`src/rtl/diff_scan_pkg.sv`:
```
// Shared encodings and sizing for the one-hot diff scanner.
// The state values are fixed so that they read the same in waveforms and in any decode logic.
package diff_pkg;

  typedef enum logic [1:0] {
    IDLE = 2'b00,
    SCAN = 2'b01,
    DONE = 2'b10
  } state_t;

  localparam int WIDTH_C  = 32;
  localparam int CHUNK_C  = 4;
  localparam int IDX_W_C  = 5;
  localparam int NCHUNK_C = WIDTH_C / CHUNK_C;

endpackage

```
`src/rtl/diff_scan_if.sv`:
```
// Request/result bundle between the diff unit's consumer and the scanner.
// The master side issues start/vec_in; the slave side returns busy/done and the result fields.
interface diff_scan_if;
  import diff_pkg::*;

  logic                 start;
  logic [WIDTH_C-1:0]   vec_in;
  logic                 busy;
  logic                 done;
  logic [IDX_W_C-1:0]   idx;
  logic                 zero;
  logic                 multi;

  modport master (output start, vec_in, input busy, done, idx, zero, multi);
  modport slave  (input start, vec_in, output busy, done, idx, zero, multi);
endinterface

```
`src/rtl/diff_scan_chunk_prio_enc.sv`:
```
// Lowest-set-bit encoder for one scan chunk; purely combinational, zero latency.
// There is no handshake: the outputs follow the chunk input directly.
module chunk_prio_enc #(
  parameter int CHUNK = 4,
  parameter int LW    = (CHUNK > 1) ? $clog2(CHUNK) : 1
) (
  input  logic [CHUNK-1:0] chunk_i,
  output logic             any_set_o,
  output logic [LW-1:0]    lo_idx_o,
  output logic             more_than_one_o
);

  assign any_set_o = |chunk_i;
  // Clearing the lowest set bit leaves something only if two or more bits were set.
  assign more_than_one_o = |(chunk_i & (chunk_i - 1'b1));

  always_comb begin
    lo_idx_o = '0;
    for (int i = CHUNK - 1; i >= 0; i--) begin
      if (chunk_i[i]) lo_idx_o = LW'(i);
    end
  end

endmodule

```
`src/rtl/diff_scan.sv`:
```
// One-hot to binary index with zero/multi-hot flags; scans CHUNK bits per cycle, done WIDTH/CHUNK+1 cycles after start.
// start is ignored while busy (no queueing); a held start is re-accepted in the first IDLE cycle.
module diff_scan
  import diff_pkg::*;
#(
  parameter int WIDTH = WIDTH_C,
  parameter int CHUNK = CHUNK_C,
  parameter int IDX_W = IDX_W_C
) (
  input  logic        clk,
  input  logic        rst,
  diff_scan_if.slave  bus
);

  localparam int NCHUNK = WIDTH / CHUNK;
  localparam int CNT_W  = (NCHUNK > 1) ? $clog2(NCHUNK) : 1;
  localparam int LW     = (CHUNK > 1) ? $clog2(CHUNK) : 1;

  state_t             state_q;
  logic [WIDTH-1:0]   vec_q;
  logic [CNT_W-1:0]   cnt_q;
  logic               found_q, found_d;
  logic               macc_q, macc_d;
  logic [IDX_W-1:0]   iacc_q, iacc_d;
  logic               busy_q, done_q, zero_q, multi_q;
  logic [IDX_W-1:0]   idx_q;

  logic [CHUNK-1:0]   cur_chunk;
  logic               enc_any, enc_more;
  logic [LW-1:0]      enc_lo;

  assign cur_chunk = vec_q[cnt_q*CHUNK +: CHUNK];

  chunk_prio_enc #(.CHUNK(CHUNK), .LW(LW)) u_enc (
    .chunk_i         (cur_chunk),
    .any_set_o       (enc_any),
    .lo_idx_o        (enc_lo),
    .more_than_one_o (enc_more)
  );

  // Accumulators as they stand after folding in the current chunk.
  always_comb begin
    found_d = found_q;
    macc_d  = macc_q;
    iacc_d  = iacc_q;
    if (enc_any && !found_q) begin
      iacc_d  = IDX_W'(IDX_W'(cnt_q) * IDX_W'(CHUNK)) + IDX_W'(enc_lo);
      found_d = 1'b1;
    end
    if (enc_more || (enc_any && found_q)) macc_d = 1'b1;
  end

  always_ff @(posedge clk or posedge rst) begin
    if (rst) begin
      state_q <= IDLE;
      vec_q   <= '0;
      cnt_q   <= '0;
      found_q <= 1'b0;
      macc_q  <= 1'b0;
      iacc_q  <= '0;
      busy_q  <= 1'b0;
      done_q  <= 1'b0;
      idx_q   <= '0;
      zero_q  <= 1'b0;
      multi_q <= 1'b0;
    end else begin
      case (state_q)
        IDLE: begin
          if (bus.start) begin
            vec_q   <= bus.vec_in;
            found_q <= 1'b0;
            macc_q  <= 1'b0;
            iacc_q  <= '0;
            cnt_q   <= '0;
            busy_q  <= 1'b1;
            state_q <= SCAN;
          end
        end
        SCAN: begin
          found_q <= found_d;
          macc_q  <= macc_d;
          iacc_q  <= iacc_d;
          cnt_q   <= cnt_q + 1'b1;
          if (cnt_q == CNT_W'(NCHUNK - 1)) begin
            state_q <= DONE;
            done_q  <= 1'b1;
            idx_q   <= found_d ? iacc_d : '0;
            zero_q  <= !found_d;
            multi_q <= macc_d;
          end
        end
        DONE: begin
          done_q  <= 1'b0;
          busy_q  <= 1'b0;
          state_q <= IDLE;
        end
        default: begin
          done_q  <= 1'b0;
          busy_q  <= 1'b0;
          state_q <= IDLE;
        end
      endcase
    end
  end

  assign bus.busy  = busy_q;
  assign bus.done  = done_q;
  assign bus.idx   = idx_q;
  assign bus.zero  = zero_q;
  assign bus.multi = multi_q;

endmodule

```
`src/flat_wrapper.sv`:
```
// flat-port wrapper written by rule: the top's interface ports become plain ports
module diff_scan_flat import diff_pkg::*;
#(
  parameter int WIDTH = WIDTH_C,
  parameter int CHUNK = CHUNK_C,
  parameter int IDX_W = IDX_W_C
)
  (clk, rst, bus_start, bus_vec_in, bus_busy, bus_done, bus_idx, bus_zero, bus_multi);
  diff_scan_if bus_i ();
  input  logic clk;
  input  logic rst;
  input wire logic [$bits(bus_i.start)-1:0] bus_start;
  input wire logic [$bits(bus_i.vec_in)-1:0] bus_vec_in;
  output wire logic [$bits(bus_i.busy)-1:0] bus_busy;
  output wire logic [$bits(bus_i.done)-1:0] bus_done;
  output wire logic [$bits(bus_i.idx)-1:0] bus_idx;
  output wire logic [$bits(bus_i.zero)-1:0] bus_zero;
  output wire logic [$bits(bus_i.multi)-1:0] bus_multi;
  assign bus_i.start = bus_start;
  assign bus_i.vec_in = bus_vec_in;
  assign bus_busy = bus_i.busy;
  assign bus_done = bus_i.done;
  assign bus_idx = bus_i.idx;
  assign bus_zero = bus_i.zero;
  assign bus_multi = bus_i.multi;
  diff_scan #(.WIDTH(WIDTH), .CHUNK(CHUNK), .IDX_W(IDX_W)) u_core (.clk(clk), .rst(rst), .bus(bus_i));
endmodule
```
`config.mk`:
```
export PLATFORM = sky130hd
export DESIGN_NAME = diff_scan_flat
export DESIGN_NICKNAME = d
export VERILOG_FILES = /design/src/rtl/diff_scan_pkg.sv /design/src/rtl/diff_scan_if.sv /design/src/rtl/diff_scan_chunk_prio_enc.sv /design/src/rtl/diff_scan.sv /design/src/flat_wrapper.sv
export SDC_FILE = /design/constraint.sdc
export NUM_CORES = 1
export LEC_CHECK = 0
export CORE_MARGIN = 2
export CORE_UTILIZATION = 52
export CTS_BUF_LIST = sky130_fd_sc_hd__clkbuf_16
export CTS_CLUSTER_SIZE = 25
export DETAILED_ROUTE_END_ITERATION = 8
export PLACE_DENSITY = 0.9
export SYNTH_ARGS = -nofsm -noshare
export SYNTH_HDL_FRONTEND = slang
export SYNTH_SLANG_ARGS = --single-unit
```
`constraint.sdc`:
```
create_clock -name clk -period 3.4 [get_ports clk]
set_input_delay 0.85 -clock clk [delete_from_list [all_inputs] [get_ports clk]]
set_output_delay 0.85 -clock clk [all_outputs]
set_load 0.005 [all_outputs]
```
Word-level counts from Yosys, hierarchy flattened
Index checks and enable logic that the tools add are counted.
- add/sub/neg operators: 3
- multipliers: 0
- div/mod/pow operators: 0
- order comparisons: 0
- eq/ne operators: 4
- shifts and indexed selects: 1
- mux-type cells: 22
- bitwise gates (word level): 3
- reduce and logical (&&, ||, !) cells: 15
- operators with widths (operator ; count):
    32-bit by 6-bit indexed part select with 4-bit output ; 1
    5-bit 2-to-1 mux ; 3
    2-bit 2-to-1 mux ; 6
    2-bit AND reduction ; 6
    5-bit case mux with 2 select lines ; 1
    1-bit case mux with 2 select lines ; 4
    4-bit OR reduction ; 2
    3-bit case mux with 2 select lines ; 1
    5-bit by 2-bit adder with 5-bit output ; 1
    1-bit 2-to-1 mux ; 5
    4-bit bitwise AND ; 1
    2-bit case mux with 2 select lines ; 1
    4-bit by 1-bit subtractor with 4-bit output (second input constant) ; 1
    3-bit by 1-bit adder with 3-bit output (second input constant) ; 1
    3-bit == test (second input constant) ; 1
    3-bit 2-to-1 mux ; 1
    2-bit by 1-bit == test with 1-bit output (second input constant) ; 1
    1-bit logical AND ; 2
    1-bit logical NOT ; 2
    2-bit logical NOT ; 1
    2-bit by 1-bit inequality test with 1-bit output (second input constant) ; 1
    2-bit inequality test (second input constant) ; 1
    1-bit inverter ; 2
    2-bit nonzero test ; 1
    1-bit logical OR ; 1
- register bits: 53
- latch bits: 0
- bits in writable memories: 0
- bits in read-only memories: 0
- bits of input ports: 35
- output and inout port bits: 9
- word-level logic and storage cells: 59
- memories: 0

Depth between registers and ports, before layout
Gate-level depths: netlist of run 1.
- depth after elaboration: 8
- mapped depth: 7
- mapped depth without buffers: 6

Cells and area by module
From an unflattened synthesis of run 1, not the netlist that was laid out.
- cell total of the unflattened synthesis: 179
- area total of the unflattened synthesis: 2431.1 sq um
- modules (own cells, without submodules) (module ; instances ; cells an instance ; area an instance (sq um) ; sequential area each (sq um)):
    diff_scan ; 1 ; 169 ; 2383.5 ; 1326.3
    chunk_prio_enc ; 1 ; 10 ; 47.5 ; 0.0

Worst setup path before layout of run 1
Ideal clock, no wire load.
- path kind: reg2reg
- start point: reg u_core.cnt_q[0]
- end point: reg u_core.macc_q
- setup time: 151 ps
- data arrival time: 2218 ps
- required time: 3249 ps
- setup slack: 1031 ps
- stages on the path, launching flop included: 8
- path buffers: 2
- clock period less this slack: 2369 ps
- cells stage by stage: dfrtp_1 > buf_6 > mux4_2 > mux2_2 > or4_4 > buf_6 > or3b_1 > o22ai_1
- longest elaborated chain between the ends: 7
- elaborated cells on any way between the ends: 9
- classes of those cells: add/sub (1); shift (1); mux (2); bitwise (1); reduce/logical (4)
- ends and longest elaborated chain (item ; line ; text):
    from (decl) ; diff_scan.sv:21 ; logic [CNT_W-1:0] cnt_q;
    from (signal assigned) ; diff_scan.sv:83 ; cnt_q <= cnt_q + 1'b1;
    32-bit by 6-bit indexed part select with 4-bit output * ; diff_scan.sv:32 ; assign cur_chunk = vec_q[cnt_q*CHUNK +: CHUNK];
    4-bit by 1-bit subtractor with 4-bit output ; diff_scan_chunk_prio_enc.sv:15 ; assign more_than_one_o = |(chunk_i & (chunk_i - 1'b1));
    4-bit bitwise AND ; diff_scan_chunk_prio_enc.sv:15 ;
    4-bit OR reduction ; diff_scan_chunk_prio_enc.sv:15 ;
    1-bit logical OR * ; diff_scan.sv:50 ; if (enc_more || (enc_any && found_q)) macc_d = 1'b1;
    1-bit 2-to-1 mux * ; diff_scan.sv:50 ;
    1-bit case mux with 2 select lines * ; diff_scan.sv:67 ; case (state_q)
    to (signal assigned) ; diff_scan.sv:81 ; macc_q <= macc_d;
    to (decl) ; diff_scan.sv:23 ; logic macc_q, macc_d;
Every way passes the cells marked *; elsewhere a longest branch is shown, timed or not.
A chain may end at the register's enable or synchronous reset.

Worst setup path in the final report of run 1
- start point: reg u_core.cnt_q[0]
- end point: reg u_core.idx_q[1], in the netlist u_core.bus.idx[1]
- longest elaborated chain between the ends: 8
- elaborated cells on any way between the ends: 13
- classes of those cells: add/sub (1); eq/ne (1); shift (1); mux (7); reduce/logical (3)
- ends and longest elaborated chain (item ; line ; text):
    32-bit by 6-bit indexed part select with 4-bit output ; diff_scan.sv:32 ;
    2-bit 2-to-1 mux (4 in series) ; diff_scan_chunk_prio_enc.sv:20 ; if (chunk_i[i]) lo_idx_o = LW'(i);
    5-bit by 2-bit adder with 5-bit output ; diff_scan.sv:47 ; iacc_d = IDX_W'(IDX_W'(cnt_q) * IDX_W'(CHUNK)) + IDX_W'(enc_lo);
    5-bit 2-to-1 mux ; diff_scan.sv:46 ; if (enc_any && !found_q) begin
    5-bit 2-to-1 mux ; diff_scan.sv:87 ; idx_q <= found_d ? iacc_d : '0;
    to (signal assigned) ; diff_scan.sv:87 ;
    to (decl) ; diff_scan.sv:26 ; logic [IDX_W-1:0] idx_q;
Parallel ways exist; a longest one is shown, timed or not.

==> results of run 1 <==
==> per-stage QoR <==
step	hold slack, ns	setup slack, ns	instance area, um^2	cells
after global placement	0.4524	0.7794	2893	335
final	0.4713	0.7239	3035	343
after floorplan	0.4373	1.031	2430	250
after global routing	0.4936	0.5180	3035	343
after detailed placement	0.4571	0.7204	2893	335
after CTS	0.4738	0.7112	3035	343
==> Yosys cell counts (4+ instances only) <==
cell type and number:
o21ai_0 10, mux2_2 4, mux4_1 4, a21oi_1 6, mux4_2 4, inv_1 7, mux2i_1 6, clkbuf_1 12
nand2_1 108, dfrtp_1 53, nor2_1 8
==> layout make-up <==
cell class / count / area [um^2] / area share, %
Clock buffer: 5 / 125.1 / 4.122
Multi-Input combinational cell: 175 / 1011 / 33.31
Tap cell: 52 / 65.06 / 2.143
Clock inverter: 3 / 17.52 / 0.5771
Sequential cell: 53 / 1326 / 43.69
Timing Repair Buffer: 47 / 460.4 / 15.17
Inverter: 8 / 30.03 / 0.9893
==> power groups by stage <==
stage	registers [mW]	clock network, mW	logic [mW]
4_1_cts	1.13	0.496	1.15
6_report	1.13	0.489	1.14
5_1_grt	1.17	0.518	1.27
3_3_place_gp	1.12	0	1.07
3_5_place_dp	1.14	0	1.14
2_1_floorplan	1.04	0	0.924
==> per-layer routing <==
layer	GRT usage [%]	wire (um)	share of wire, %	vias up
li1	-	-	-	908
met1	24.84	2007	42	884
met2	34.66	2478	51	58
met3	3.889	183	3.8	17
met4	10.69	155	3.2	0
met5	0	0	0	-
==> path summary, 6_finish.rpt <==
kind | startpoint | endpoint | cells past startpoint
hold / removal | u_core.vec_q[8] | u_core.vec_q[8] | 2
min in group asynchronous | rst | u_core.bus.zero | 2
max in group asynchronous | rst | u_core.vec_q[29] | 3
setup / recovery | u_core.cnt_q[0] | u_core.bus.idx[1] | 5
hold reg to reg | u_core.vec_q[8] | u_core.vec_q[8] | 2
setup reg to reg | u_core.cnt_q[0] | u_core.bus.idx[1] | 5
==> registers in the layout (all words and copies together) (netlist names) <==
name and count:
u_core.vec_q 32, u_core.bus.idx 5, u_core.iacc_q 5, u_core.cnt_q 3, u_core.state_q 2, u_core.bus.busy 1, u_core.bus.done 1, u_core.bus.multi 1
u_core.bus.zero 1, u_core.found_q 1, u_core.macc_q 1
==> tightest hold or removal path: stages, from the launching register on <==
cell     delay (ns)
dfrtp_1        0.34
nand2_1        0.05
nand2_1        0.05
==> cell usage in the layout (no fill, tap or decap), types with 2 or more instances in the layout <==
master           netlist  final
nand3_1                3      3
dfrtp_1               53     53
clkbuf_16              0      5
buf_4                  0      4
clkinv_2               0      2
a21oi_1                6      6
ha_1                   2      2
mux2_2                 4      4
nor2_1                 8      8
mux4_1                 4      4
o22ai_1                2      2
mux2i_1                6      6
a22oi_1                3      3
clkdlybuf4s50_1        0     43
inv_1                  7      6
nand2_1              108    108
mux4_2                 4      4
o21ai_0               10     10
o31ai_1                3      3
a2111oi_0              3      3
inv_2                  1      2
==> cell families (layout without fill, tap and decap cells) <==
kind of cell,after synthesis,after routing,synth area share [%]
mux,18,18,12.36
simple gates,125,125,20.49
fa+ha+maj,2,2,1.030
flops,53,53,54.58
compound gates,30,30,7.518
buf+inv,22,63,4.016
==> results.toml, run 1 <==
[synthesis]
yosys.area.top_type = "dfrtp_1"
netlist_area_mm2 = 0.002430
syn_nets = 287
synth-edff-count = 0
yosysWarnings = 0
synth.top_cell.area_share_pct = 54.58
syn_area_per_cell_um2 = 9.719
yosysUniqueCellTypes = 28
netlist_top_cells_area = "dfrtp_1, nand2_1, mux4_1"
seq_area_frac_synth_pct = 54.58
ys_ff_latch = 53
async_reset_ff_share_pct = 100.0
synthCells = 250
synthFlopType = "dfrtp_1"

[clock_network]
cts_buffers = 5
clockBufferDepth = 2
cts_tree = "built"
ctsRootBufferMaster = "clkbuf_16"
holdBufCountCts = 0
clkSinkCount = 53
clkSlewWorstSetupHoldPaths_ns = 0.07
post-cts-setup-buffer-count = 0
clock_latency_ns = 0.29
postCtsResizedCells = 0
htreeDepth = 2

[finish]
synthToLayoutAreaGrowth_pct = 24.92
fin_nets = 327
antenna_cells = 0
drive_above_1_share_pct = 8.591
finish.utilization_pct = 68.76
nFillCells = 337

[route]
viasPerCell = 5.443
ant_nets = 0
wl_per_cell_um = 14.06
num_vias = 1867
drcViolationCount = 0
wl_mm = 4.823
firstDrtPassIters = 4
drt-initial-drc-count = 126

[global_routing]
antenna_found_initial = 0
grt_pass1_vias = 1863
grt_pass1_wl_mm = 8.142
grt_usage_pct = 20.45
overflow = 0
grt_max_degree = 37

[critical_path]
crit_path_max_incr_delay_ns = 0.67
reg2reg_slack_ns = 0.72
cp.buffers_inverters = 0
crit_type = "reg2reg"
critPathSlowestCell = "dfrtp_1"
cp-start-kind = "flip-flop"
crit_arrival_ns = 2.88
crit_family = "multiplexers"
cp_max_fo = 12
endpoint_kind = "flip-flop"
path_cells = "mux4_1 -> mux2_2 -> a2111oi_0 -> a21oi_1 -> o21ai_0"
crit_required_ns = 3.60

[timing]
post-route-period-util_pct = 78.71
hold_viol = 0
fmax_mhz = 373.7
rsz0062_at_grt = "no"
setup_viol = 0
timing.setup.tns_ns = 0
drv_slew = 0
fin_crit_ns = 2.676
worst_pin_slew_ns = 0.7260
fin_skew_ns = 0.003138
relSlewSlack_pct = 51.46

[pwr]
pwr-share-seq_pct = 40.8
internal-power_mw = 1.748
power_frac_comb_pct = 41.4
powerDensity_mw_per_mm2 = 908.8
pwr-share-clk_pct = 17.7
leakage_nw = 1.486
power_mw = 2.759
ir_drop_mv = 0.4104
p_switching_mw = 1.011
p_sw_share_pct = 36.63

[die]
num_rows = 24
ios = 44
core_mm2 = 0.004414
die_y_um = 72.36
fp.dieW_um = 72.36
die_area_mm2 = 0.005235
start_util_pct = 55.05

[placement]
dp_hpwl_mm = 3.486
port_buffers = 43
globalplace.congestion = 0.7922

[run]
max_cap_viol_count = 0

[hold_path]
hold_class = "reg2reg"

[status]
run_status = "complete, no violations"
No activity file was read; power rests on OpenSTA's default activity.
==> inputs of run 2 (changes only) <==
--- a/config.mk
+++ b/config.mk
@@ -6,11 +6,11 @@
 export NUM_CORES = 1
 export LEC_CHECK = 0
 export CORE_MARGIN = 2
-export CORE_UTILIZATION = 52
+export CORE_UTILIZATION = 47
 export CTS_BUF_LIST = sky130_fd_sc_hd__clkbuf_16
 export CTS_CLUSTER_SIZE = 25
 export DETAILED_ROUTE_END_ITERATION = 8
-export PLACE_DENSITY = 0.9
+export PLACE_DENSITY = 0.87
 export SYNTH_ARGS = -nofsm -noshare
 export SYNTH_HDL_FRONTEND = slang
 export SYNTH_SLANG_ARGS = --single-unit
==> constraint.sdc (replaced) <==
create_clock -name clk -period 2.2 [get_ports clk]
set_input_delay 0.55 -clock clk [delete_from_list [all_inputs] [get_ports clk]]
set_output_delay 0.55 -clock clk [all_outputs]
set_load 0.005 [all_outputs]
==> results.toml, run 2 (synthesized netlist as in run 1, its figures left out) <==
[critical_path]
endpoint_kind = "flip-flop"
crit_required_ns = 2.37
critPathSlowestCell = "or4_4"
cp_max_fo = 8
crit_path_max_incr_delay_ns = 0.49
crit_top_cell = "buf_4"
cp-start-kind = "flip-flop"
crit_type = "reg2reg"
path_cells = "buf_4 -> buf_4 -> mux4_2 -> mux2_4 -> or4_4 -> or3b_1 -> a31oi_1"
crit_arrival_ns = 2.55

[clock_network]
cts_tree = "built"
clkSinkCount = 53
clockBufferDepth = 2
clkSlewWorstSetupHoldPaths_ns = 0.06
ctsRootBufferMaster = "clkbuf_16"
clock_latency_ns = 0.29
htreeDepth = 2
cts_buffers = 5

[placement]
dp_hpwl_mm = 3.388
dp_cells = 357
port_buffers = 43
globalplace.congestion = 0.8148

[status]
run_status = "finished, violations left"
violations = "setup timing"

[die]
die_area_mm2 = 0.005761
core_mm2 = 0.005042
ios = 44
die_y_um = 75.90
start_util_pct = 48.19
fp.dieW_um = 75.90
num_rows = 26

[pwr]
powerDensity_mw_per_mm2 = 1477
ir_drop_mv = 0.6844
leakage_nw = 1.542
power_mw = 4.740

[global_routing]
grt_max_degree = 54
grt_pass1_vias = 1795
overflow = 0
grt_pass1_wl_mm = 8.466
antenna_found_initial = 0
grt_usage_pct = 18.42

[finish]
final_common_cell = "nand2_1"
fin_nets = 334
regMostFlops = "u_core.vec_q"
antenna_cells = 0
largest_reg_flops = 32
synthToLayoutAreaGrowth_pct = 32.03
fin_cells = 368
drive_above_1_share_pct = 12.75
most-common-layout-cells = "nand2_1, dfrtp_1, clkdlybuf4s50_1"

[timing]
fmax_mhz = 419.0
relSlewSlack_pct = 62.84
rsz0062_at_grt = "yes"
worst_pin_slew_ns = 0.5574
fin_skew_ns = 0.003293
fin_crit_ns = 2.386
hold_viol = 0
setup_viol = 11
post-route-period-util_pct = 108.5
setup_ws_ns = -0.1864
drv_slew = 0

[run]
max_cap_viol_count = 0

[route]
wl_mm = 5.042
drcViolationCount = 0
num_vias = 1920
viasPerCell = 5.217
ant_nets = 0
firstDrtPassIters = 4
wl_per_cell_um = 13.70
drt-initial-drc-count = 170

[hold_path]
hold_class = "reg2reg"
## run 2: cell types whose count changed in the layout (fill, tap and decap cells not counted), moves of 2 or more
cell	before	now
mux4_1	4	1
clkinv_1	0	2
a2111oi_0	3	1
mux4_2	4	7
buf_12	0	4
mux2_4	0	2
mux2_2	4	2
## run 2: metrics by stage
stage	setup WS [ns]	TNS [ns]	cell area (um^2)	hold slack [ns]	utilization, %
2_1_floorplan	-0.1530	-1.208	2430	0.4373	-
5_1_grt	-0.2503	-2.535	3208	0.4970	63.62
6_report	-0.1864	-1.729	3208	0.4732	63.62
3_5_place_dp	-0.2663	-1.886	2995	0.4599	59.40
3_3_place_gp	-0.1403	-1.112	2995	0.4554	59.40
4_1_cts	-0.1642	-1.415	3148	0.4759	62.43
## run 2: worst paths after layout
kind	end	slack (ns)	from	cells past startpoint
worst max-delay path	u_core.bus.multi	-0.19	u_core.cnt_q[0]	7
worst min-delay path	u_core.vec_q[25]	0.47	u_core.vec_q[25]	2
worst max register to register	u_core.bus.multi	-0.19	u_core.cnt_q[0]	7
worst min register to register	u_core.vec_q[25]	0.47	u_core.vec_q[25]	2
max in group asynchronous	u_core.cnt_q[0]	1.33	rst	3
min in group asynchronous	u_core.state_q[1]	0.63	rst	3
## run 2: layout make-up
type / instances / area [um^2]
clock buffer: 5 / 125.1
clock inverter: 3 / 12.51
fill: 386 / 1834
inverter: 8 / 30.03
multi-input combinational: 175 / 1041
sequential: 53 / 1328
tap: 70 / 87.58
timing repair buffer: 54 / 584.3
## run 2: power by group
group	switching (mW)	internal (mW)
Clock	0.324	0.412
Sequential	0.331	1.42
Combinational	1.09	1.16
## run 2: repair_timing
action | in CTS | in global routing
gates cloned | 0 | 1
hold buffers | 0 | 0
pin swaps | 1 | 2
buffers inserted | 1 | 2
gates resized for setup | 6 | 7
endpoints found under the setup margin | 13 | 13
## run 2: worst max-delay path, delay by kind of cell (launching register included)
| kind | cells | cell delay [ns] |
|---|---|---|
| and+or+nand+nor | 2 | 0.71 |
| AOI/OAI and AO/OA | 1 | 0.09 |
| DFF | 1 | 0.44 |
| buffers and inverters | 2 | 0.27 |
| muxes | 2 | 0.77 |
## run 2: per-layer routing
| layer | part of all wire [%] | vias up | track usage (%) |
|---|---|---|---|
| met3 | 5.0 | 12 | 4.048 |
| met1 | 43 | 915 | 23.65 |
| met4 | 1.7 | 0 | 6.727 |
| met2 | 50 | 73 | 30.98 |
| met5 | 0 | - | 0 |
| li1 | - | 920 | - |
==> inputs of run 3 (changes only) <==
--- a/config.mk
+++ b/config.mk
@@ -7,10 +7,10 @@
 export LEC_CHECK = 0
 export CORE_MARGIN = 2
 export CORE_UTILIZATION = 47
-export CTS_BUF_LIST = sky130_fd_sc_hd__clkbuf_16
 export CTS_CLUSTER_SIZE = 25
 export DETAILED_ROUTE_END_ITERATION = 8
 export PLACE_DENSITY = 0.87
 export SYNTH_ARGS = -nofsm -noshare
 export SYNTH_HDL_FRONTEND = slang
 export SYNTH_SLANG_ARGS = --single-unit
+export TNS_END_PERCENT = 20
==> results.toml, run 3 (synthesized netlist as in run 1, its figures left out) <==
[route]
drt-initial-drc-count = 130
wl_mm = 4.951
viasPerCell = 5.022
ant_nets = 0
num_vias = 1848
drcViolationCount = 0
wl_per_cell_um = 13.45
firstDrtPassIters = 4

[timing]
fmax_mhz = 413.8
rsz0062_at_grt = "yes"
drv_slew = 0
relSlewSlack_pct = 67.13
fin_crit_ns = 2.417
fin_hold_ws_ns = 0.4851
hold_viol = 0
worst_pin_slew_ns = 0.4930
timing.setup.tns_ns = -2.055
post-route-period-util_pct = 109.9
fin_skew_ns = 0.01062
setup_ws_ns = -0.2168
setup_viol = 13

[die]
core_mm2 = 0.005042
ios = 44
die_y_um = 75.90
fp.dieW_um = 75.90
start_util_pct = 48.19
die_area_mm2 = 0.005761
num_rows = 26

[clock_network]
ctsRootBufferMaster = "clkbuf_8"
cts_tree = "built"
htreeDepth = 2
clkSlewWorstSetupHoldPaths_ns = 0.09
clkSinkCount = 53
post-cts-setup-buffer-count = 0
clockBufferDepth = 2
cts_buffers = 5
clock_latency_ns = 0.30

[global_routing]
grt_pass1_vias = 1905
grt_usage_pct = 18.33
overflow = 0
antenna_found_initial = 0
grt_max_degree = 54
grt_pass1_wl_mm = 8.638

[finish]
synthToLayoutAreaGrowth_pct = 28.37
final_common_cell = "nand2_1"
fin_nets = 334
drive_above_1_share_pct = 11.74
largest_reg_flops = 32
finish.utilization_pct = 61.86
regMostFlops = "u_core.vec_q"
most-common-layout-cells = "nand2_1, dfrtp_1, clkdlybuf4s50_1"
fin_cells = 368
antenna_cells = 0

[critical_path]
endpoint_kind = "flip-flop"
ff2ff_path_depth = 6
crit_arrival_ns = 2.61
r2r-end = "u_core.bus.multi"
cp_max_fo = 8
cp-start-kind = "flip-flop"
crit_required_ns = 2.39
reg2reg_slack_ns = -0.22
reg2reg_from = "u_core.cnt_q[0]"
crit_start = "u_core.cnt_q[0]"
crit_type = "reg2reg"

[pwr]
leakage_nw = 1.506
ir_drop_mv = 0.6252
powerDensity_mw_per_mm2 = 1399

[status]
run_status = "finished, violations left"
violations = "setup timing"

[placement]
dp_cells = 359
dp_hpwl_mm = 3.522
port_buffers = 43
globalplace.congestion = 0.8012

[hold_path]
holdCritStartpoint = "u_core.bus.idx[4]"
hold_class = "reg2reg"
min_delay_path_depth = 2
hold_end = "u_core.bus.idx[4]"

[run]
max_cap_viol_count = 0
## run 3: worst max path at each step
stage | slack (ns) | endpoint | cells past startpoint
detailed placement | -0.20 | u_core.bus.multi | 6
floorplan | -0.15 | u_core.macc_q | 7
CTS | -0.21 | u_core.bus.multi | 6
global route | -0.27 | u_core.bus.multi | 6
finish | -0.22 | u_core.bus.multi | 6
global placement | -0.12 | u_core.bus.multi | 6
## run 3: layer usage
metal  GRT usage (%)  part of all wire, %  vias to the layer above
met3           3.690                  3.6                        9
met1           24.14                   44                      868
li1                -                    -                      921
met5               0                    0                        -
met2           31.52                   51                       50
met4           4.364                  1.6                        0
## run 3: through the flow
| step | total power [mW] | instance area (um^2) | setup slack [ns] |
|---|---|---|---|
| final | 4.365 | 3119 | -0.2168 |
| after global routing | 4.670 | 3119 | -0.2655 |
| after CTS | 4.289 | 3083 | -0.2071 |
| after detailed placement | 3.725 | 2998 | -0.2018 |
| after global placement | 3.607 | 2998 | -0.1208 |
| after floorplan | 3.047 | 2430 | -0.1530 |
## run 3: power breakdown
group / switching (mW) / internal [mW] / total (mW)
clock network: 0.301 / 0.226 / 0.526
registers: 0.327 / 1.41 / 1.74
logic: 0.993 / 1.10 / 2.10
## run 3: layout make-up
| type | instances | area (um^2) |
|---|---|---|
| clock buffer | 7 | 76.32 |
| clock inverter | 1 | 7.507 |
| fill | 408 | 1923 |
| inverter | 8 | 30.03 |
| multi-input combinational | 175 | 1018 |
| sequential | 53 | 1328 |
| tap | 70 | 87.58 |
| timing repair buffer | 54 | 571.8 |
## run 3: repair_timing
item | CTS | global route
cloned | 0 | 1
hold buffers | 0 | 0
setup endpoints to repair | 13 | 14
endpoints found under the hold margin | 0 | 0
pin swaps | 0 | 2
gates resized for setup | 3 | 6
## run 3: worst max-delay path, stage by stage (launching register included)
cell	delay (ns)
dfrtp_2	0.45
buf_6	0.12
mux4_2	0.51
mux2_4	0.31
or4_4	0.61
or3b_1	0.22
a31oi_1	0.09
